[src/rtl/mac_filter_decimator.sv]
// Output stage behind the single-MAC FIR filter. It decimates, rounds, scales and saturates
// each kept sample, then buffers the result in a first-word-fall-through FIFO with valid/ready.
module mac_filter_decimator #(
  parameter int unsigned DATA_W     = 18,
  parameter int unsigned OUT_W      = 16,
  parameter int unsigned FIFO_DEPTH = 8
) (
  input  logic                          Clk_i,
  input  logic                          Rst_i,
  input  logic [DATA_W-1:0]             Data_i,
  input  logic                          DataNd_i,
  input  logic [3:0]                    Decim_i,
  input  logic [1:0]                    Shift_i,
  output logic [OUT_W-1:0]              Data_o,
  output logic                          DataValid_o,
  input  logic                          DataReady_i,
  output logic [$clog2(FIFO_DEPTH):0]   Level_o,
  output logic                          Overflow_o
);

  localparam int unsigned PTR_W = $clog2(FIFO_DEPTH);
  localparam int unsigned SUM_W = DATA_W + 1;
  localparam logic [PTR_W:0] FULL_LVL = (PTR_W + 1)'(FIFO_DEPTH);

  logic [3:0]             r_phase;
  logic                   r_a_vld;
  logic [SUM_W-1:0]       r_a_sum;

  logic [2:0]             w_shift_tot;
  logic [SUM_W-1:0]       w_round;
  logic [SUM_W-1:0]       w_sum;
  logic signed [SUM_W-1:0] w_shifted;
  logic                   w_fits;
  logic [OUT_W-1:0]       w_sat;

  logic [OUT_W-1:0]       r_mem [FIFO_DEPTH];
  logic [PTR_W-1:0]       r_wr_ptr;
  logic [PTR_W-1:0]       r_rd_ptr;
  logic [PTR_W:0]         r_count;
  logic                   r_overflow;

  logic                   w_empty;
  logic                   w_full;
  logic                   w_rd;
  logic                   w_wr;

  // Stage A: round-half-up offset is 2^(s-1) with s = 2 + Shift_i.
  assign w_shift_tot = {1'b0, Shift_i} + 3'd2;
  assign w_round     = SUM_W'(1) << (w_shift_tot - 3'd1);
  assign w_sum       = {Data_i[DATA_W-1], Data_i} + w_round;

  always_ff @(posedge Clk_i) begin
    if (!Rst_i) begin
      r_phase <= 4'd0;
      r_a_vld <= 1'b0;
      r_a_sum <= '0;
    end else begin
      r_a_vld <= DataNd_i && (r_phase == 4'd0);
      if (DataNd_i) begin
        r_a_sum <= w_sum;
        r_phase <= (r_phase >= Decim_i) ? 4'd0 : r_phase + 4'd1;
      end
    end
  end

  // Stage B: the result fits when all bits above the output sign bit agree with it.
  assign w_shifted = $signed(r_a_sum) >>> w_shift_tot;
  assign w_fits    = (&w_shifted[SUM_W-1:OUT_W-1]) || !(|w_shifted[SUM_W-1:OUT_W-1]);

  always_comb begin
    w_sat = w_shifted[OUT_W-1:0];
    if (!w_fits) begin
      w_sat = w_shifted[SUM_W-1] ? {1'b1, {(OUT_W-1){1'b0}}} : {1'b0, {(OUT_W-1){1'b1}}};
    end
  end

  assign w_empty = (r_count == '0);
  assign w_full  = (r_count == FULL_LVL);
  assign w_rd    = !w_empty && DataReady_i;
  // A full FIFO still accepts the write when the head leaves on the same edge.
  assign w_wr    = r_a_vld && (!w_full || w_rd);

  always_ff @(posedge Clk_i) begin
    if (w_wr) begin
      r_mem[r_wr_ptr] <= w_sat;
    end
  end

  always_ff @(posedge Clk_i) begin
    if (!Rst_i) begin
      r_wr_ptr   <= '0;
      r_rd_ptr   <= '0;
      r_count    <= '0;
      r_overflow <= 1'b0;
    end else begin
      if (w_wr) begin
        r_wr_ptr <= r_wr_ptr + PTR_W'(1);
      end
      if (w_rd) begin
        r_rd_ptr <= r_rd_ptr + PTR_W'(1);
      end
      case ({w_wr, w_rd})
        2'b10:   r_count <= r_count + (PTR_W + 1)'(1);
        2'b01:   r_count <= r_count - (PTR_W + 1)'(1);
        default: r_count <= r_count;
      endcase
      if (r_a_vld && w_full && !w_rd) begin
        r_overflow <= 1'b1;
      end
    end
  end

  assign Data_o      = w_empty ? '0 : r_mem[r_rd_ptr];
  assign DataValid_o = !w_empty;
  assign Level_o     = r_count;
  assign Overflow_o  = r_overflow;

endmodule
[config.mk]
export PLATFORM = sky130hd
export DESIGN_NAME = mac_filter_decimator
export DESIGN_NICKNAME = d
export VERILOG_FILES = /design/src/rtl/mac_filter_decimator.sv
export SDC_FILE = /design/constraint.sdc
export NUM_CORES = 1
export LEC_CHECK = 0
export BUFFER_PORTS_ARGS = -buffer_cell sky130_fd_sc_hd__buf_2
export CORE_ASPECT_RATIO = 1.1
export CORE_UTILIZATION = 36
export CTS_CLUSTER_DIAMETER = 60
export DETAILED_ROUTE_END_ITERATION = 16
export GPL_TIMING_DRIVEN = 0
export HOLD_SLACK_MARGIN = 0.15
export SLEW_MARGIN = 30
export SYNTH_ARGS = -nofsm -noshare
export SYNTH_HDL_FRONTEND = slang
export SYNTH_SLANG_ARGS = --single-unit
[constraint.sdc]
create_clock -name Clk_i -period 3 [get_ports Clk_i]
set_input_delay 0.15 -clock Clk_i [delete_from_list [all_inputs] [get_ports Clk_i]]
set_output_delay 0.15 -clock Clk_i [all_outputs]
set_load 0.02 [all_outputs]
==> results.md <==
STA:
- The final count of hold timing violations is 0.
- Summed over all failing endpoints, the final setup total negative slack is 0 ns.
- For the pin with the worst max-slew slack, the measured transition is 0.772 ns.
- The maximum clock rate is 0.354 GHz.
- The number of pins with negative max-slew slack in the final report came to 0.
- For the final database, setup skew stands at 0.00868 ns.
- The worst path in the final design needs a cycle of 2.82 ns, including I/O delays and setup.
- The portion of the clock cycle consumed by the worst path in the final layout is 94.1%.
- Setup repair after global routing left no endpoint under its margin.
- On the final layout, the worst hold slack is 0.161 ns.
- The worst pin sits at a relative slew slack of 48.6%.
- Setup violations remaining at the end of the flow were counted as 0.

Critical path:
- The type of the worst setup path is in2reg.
- The worst path required time is 3.36 ns.
- The element type at the critical path start is an input port.
- In this run the critical register-to-register path is launched from Level_o[0]$_SDFFE_PN0P_.
- STA classifies the critical path endpoint as a flop.
- The endpoint identified for the worst register-to-register timing path is Level_o[3]$_SDFFE_PN0P_.
- The setup slack of the worst register-to-register path is 0.28 ns.
- The maximum fanout along the worst path is 10.
- Counting cells, the worst reg-to-reg path comes to 9.
- The number of buffers and inverters on the critical path is 3.
- In this design, the largest share of critical-path delay is due to buffers and inverters.
- The cell repeated most along the worst path is sky130_fd_sc_hd__clkbuf_1.
- The largest individual stage delay along the critical path comes from the cell sky130_fd_sc_hd__dlygate4sd3_1.
- The stage delay of the slowest cell on the critical path is 0.57 ns.
- Walking the worst path, the cells encountered are clkbuf_1 -> clkbuf_1 -> nor2_1 -> ha_1 -> o21ai_1 -> o21ai_2 -> nand3_1 -> or4_1 -> a31oi_1 -> dlygate4sd3_1.
- Data on the critical path arrives at its endpoint at 3.19 ns.

CTS:
- The clock edge transition at the registers on the reported setup and hold paths is 0.06 ns.
- The tree is rooted in a sky130_fd_sc_hd__clkbuf_16.
- The maximum level of the CTS H-tree is 4.
- In this run the post-CTS setup repair buffer count came out at 0.
- At the later pin of the worst-skew pair, clock insertion delay measures 0.43 ns.
- Counting along the longest clock path gives a buffer depth of 2.
- The number of CTS-inserted buffers is 17.
- The CTS tree is built.
- CTS saw 164 sinks.

Synthesis:
- The synthesized instance count is 538.
- Counting distinct cell types in the post-synthesis netlist gives 50.
- The number of warnings issued by yosys is 0.
- The fraction of registers with async set or reset after synthesis is 0%.
- The netlist area before placement is 0.00747 sq mm.
- In this run the mean area of a mapped cell was 13.9 sq um.
- The commonest register cell after synthesis is sky130_fd_sc_hd__edfxtp_1.
- The number of synthesized flops with an enable pin is 128.
- After synthesis, flip-flops and latches occupy 61.1% of the total area.
- The count of state elements after synthesis is 164.

Route:
- After detailed routing, the number of remaining DRC violations is 0.
- The routed layout has 4764 vias.
- Dividing the detail-routed wire length by the instance count gives 18.4 um.
- The number of nets still failing antenna checks after routing is 0.
- For this block, the routed nets add up to 16300 um of wire.
- The violation count after the first detailed-routing iteration is 296.
- The number of optimization iterations in the first detailed-route pass is 5.
- The average via count per standard cell is 5.36.

Floorplanning:
- The initial utilization of the core area, before any placement, comes to 37.2%.
- Pin placement for this block handled 50 I/O pins.
- The die height is 153 um.
- The floorplan has 54 rows.
- The core region is 0.0201 sq mm.
- The horizontal die dimension is 139 um.
- The die covers 0.0213 sq mm.

Global routing:
- The via count of the first global-routing pass is 4784.
- The first-pass GRT wire length is 25900 um.
- The largest net degree at the start of global routing is 17.
- Global routing consumed, over all layers together, 16.3% of the routing resources.
- The number of antenna violations at the first check in global routing was 0.
- Summed over all layers, the global routing overflow is 0.

Power:
- The completed layout was analyzed and its total power is 0.00616 W.
- The power density relative to cell area is 701 mW/mm^2.
- The leakage power is 3.04 nW.
- The maximum VDD drop is 0.412 mV.

Job:
- The count of maximum capacitance violations is 0.

Place:
- The number of port buffers is 45.
- The final weighted congestion of routability-driven global placement is 0.892.
- The post-DP HPWL is 11300 um.
- The number of placed instances, taps included, is 843.

Finish:
- After the last flow step, the layout net total stands at 670.
- Relative to the synthesized area, the layout overhead comes to 17.8%.
- In the final layout, the multi-input gates occupy 0.00277 sq mm.
- The repair_antennas step left the layout with diodes totalling 0.
- The layout cell share with drive strength beyond 1 is 21.9%.
- The storage element area is 0.00456 sq mm.
- The non-filler instance count after layout is 888.
- The library cells used most frequently in the layout, excluding fill and tap cells, are sky130_fd_sc_hd__edfxtp_1 (128), sky130_fd_sc_hd__nor2_1 (53), sky130_fd_sc_hd__buf_2 (51).
- The most frequent standard cell in the layout excluding fill and tap cells is sky130_fd_sc_hd__edfxtp_1.
- Cells fill 43.8% of the core in the end.
- The number of fillers in the final layout is 1780.

Run status:
- The run finished with clean final reports.

Worst hold path:
- Counting instances, the worst hold path has a depth of 3.
- The terminating pin of the worst hold path is r_phase[1]$_SDFFE_PN0P_.
- The min-delay analysis places its worst path in the category in2reg.
- The startpoint of the tightest hold check path is DataNd_i.
routing by layer:
| metal | routed length, um | part of all wire [%] | track usage [%] | vias up |
|---|---|---|---|---|
| met5 | 0 | 0 | 0 | - |
| met2 | 8320 | 51 | 28.2 | 104 |
| met4 | 250 | 1.5 | 6.61 | 0 |
| met1 | 7140 | 44 | 19.7 | 2406 |
| met3 | 606 | 3.7 | 3.38 | 20 |
| li1 | - | - | - | 2234 |
final cells by class:
cell class                      count  share of cell area (%)
Clock buffer                       17                    4.84
Buffer                             32                    1.55
Tap cell                          252                    3.58
Sequential cell                   164                    51.9
Clock inverter                     15                    1.32
Timing Repair Buffer               64                    4.55
Inverter                           18                   0.768
Multi-Input combinational cell    326                    31.5
repair_timing:
| item | in CTS | in global routing |
|---|---|---|
| resized for setup | 0 | 2 |
| hold endpoints to repair | 11 | 0 |
| setup endpoints to repair | 0 | 1 |
| hold buffers | 13 | 0 |
report_power, final:
part	switching (W)	internal [W]	leakage, nW
Combinational	0.000891	0.000631	1.32
Sequential	0.0000784	0.00256	1.46
Clock	0.000872	0.00113	0.255
Total	0.00184	0.00432	3.04
cell usage after synthesis (3+ instances only):
master	n	area [sq um]
sky130_fd_sc_hd__nand3b_1	3	22.5
sky130_fd_sc_hd__inv_1	17	63.8
sky130_fd_sc_hd__edfxtp_1	128	3840
sky130_fd_sc_hd__a41oi_1	3	26.3
sky130_fd_sc_hd__a21oi_1	32	160
sky130_fd_sc_hd__o31ai_1	4	30.0
sky130_fd_sc_hd__nor2_1	59	221
sky130_fd_sc_hd__ha_1	18	225
sky130_fd_sc_hd__buf_2	6	30.0
sky130_fd_sc_hd__nand4_1	3	18.8
sky130_fd_sc_hd__dfxtp_1	36	721
sky130_fd_sc_hd__mux4_2	35	788
sky130_fd_sc_hd__o21a_1	3	22.5
sky130_fd_sc_hd__nand2_1	25	93.8
sky130_fd_sc_hd__a211oi_1	24	180
sky130_fd_sc_hd__a21o_1	4	30.0
sky130_fd_sc_hd__xor2_1	10	87.6
sky130_fd_sc_hd__a31oi_1	5	31.3
sky130_fd_sc_hd__clkbuf_1	24	90.1
sky130_fd_sc_hd__xnor2_1	6	52.6
sky130_fd_sc_hd__mux2i_1	28	280
sky130_fd_sc_hd__nand3_1	6	30.0
sky130_fd_sc_hd__o21ai_0	17	85.1
sky130_fd_sc_hd__nor3_1	5	25.0
sky130_fd_sc_hd__nand2b_1	7	43.8
registers in the layout, summed over array words and instances (netlist names), named ones only:
signal,flops
r_a_sum,17
Overflow_o,1
r_wr_ptr,3
r_a_vld,1
r_rd_ptr,3
r_phase,4
Level_o,4
r_mem,128
worst max-delay path by stage:
stage | startpoint | endpoint | slack [ns] | cells after the start
global placement | Level_o[0]$_SDFFE_PN0P_ | r_mem[0][8]$_DFFE_PP_ | -0.84 | 4
CTS | Shift_i[1] | r_a_sum[16]$_SDFFE_PN0P_ | 0.13 | 10
global route | Level_o[0]$_SDFFE_PN0P_ | Level_o[3]$_SDFFE_PN0P_ | 0.01 | 9
floorplan | Level_o[0]$_SDFFE_PN0P_ | r_mem[0][0]$_DFFE_PP_ | 0.32 | 4
finish | Shift_i[0] | r_a_sum[16]$_SDFFE_PN0P_ | 0.18 | 10
detailed placement | Level_o[0]$_SDFFE_PN0P_ | Level_o[3]$_SDFFE_PN0P_ | 0.22 | 9
worst min-delay path, stage by stage:
cell	delay [ns]
sky130_fd_sc_hd__clkbuf_1	0.20
sky130_fd_sc_hd__nand3_1	0.12
sky130_fd_sc_hd__o32ai_1	0.06
cell families (layout without fill, tap and decap cells):
kind of cell / Yosys count / in the layout / synth area share [%]
and+or+nand+nor: 123 / 123 / 7.63
DFF: 164 / 164 / 61.1
AOI/OAI and AO/OA: 102 / 102 / 9.00
buffers and inverters: 50 / 146 / 2.71
adders and majority gates: 19 / 19 / 3.28
xor gates and xnor gates: 16 / 16 / 1.88
other: 1 / 3 / 0.0502
muxes: 63 / 63 / 14.3
per-stage QoR:
stage	setup slack (ns)	cell area, sq um
after floorplan	0.322	7470
after detailed placement	0.218	8120
after CTS	0.128	8790
after global routing	0.0129	8800
final	0.178	8800
after global placement	-0.843	8010
(Power assumes the default switching activity.)
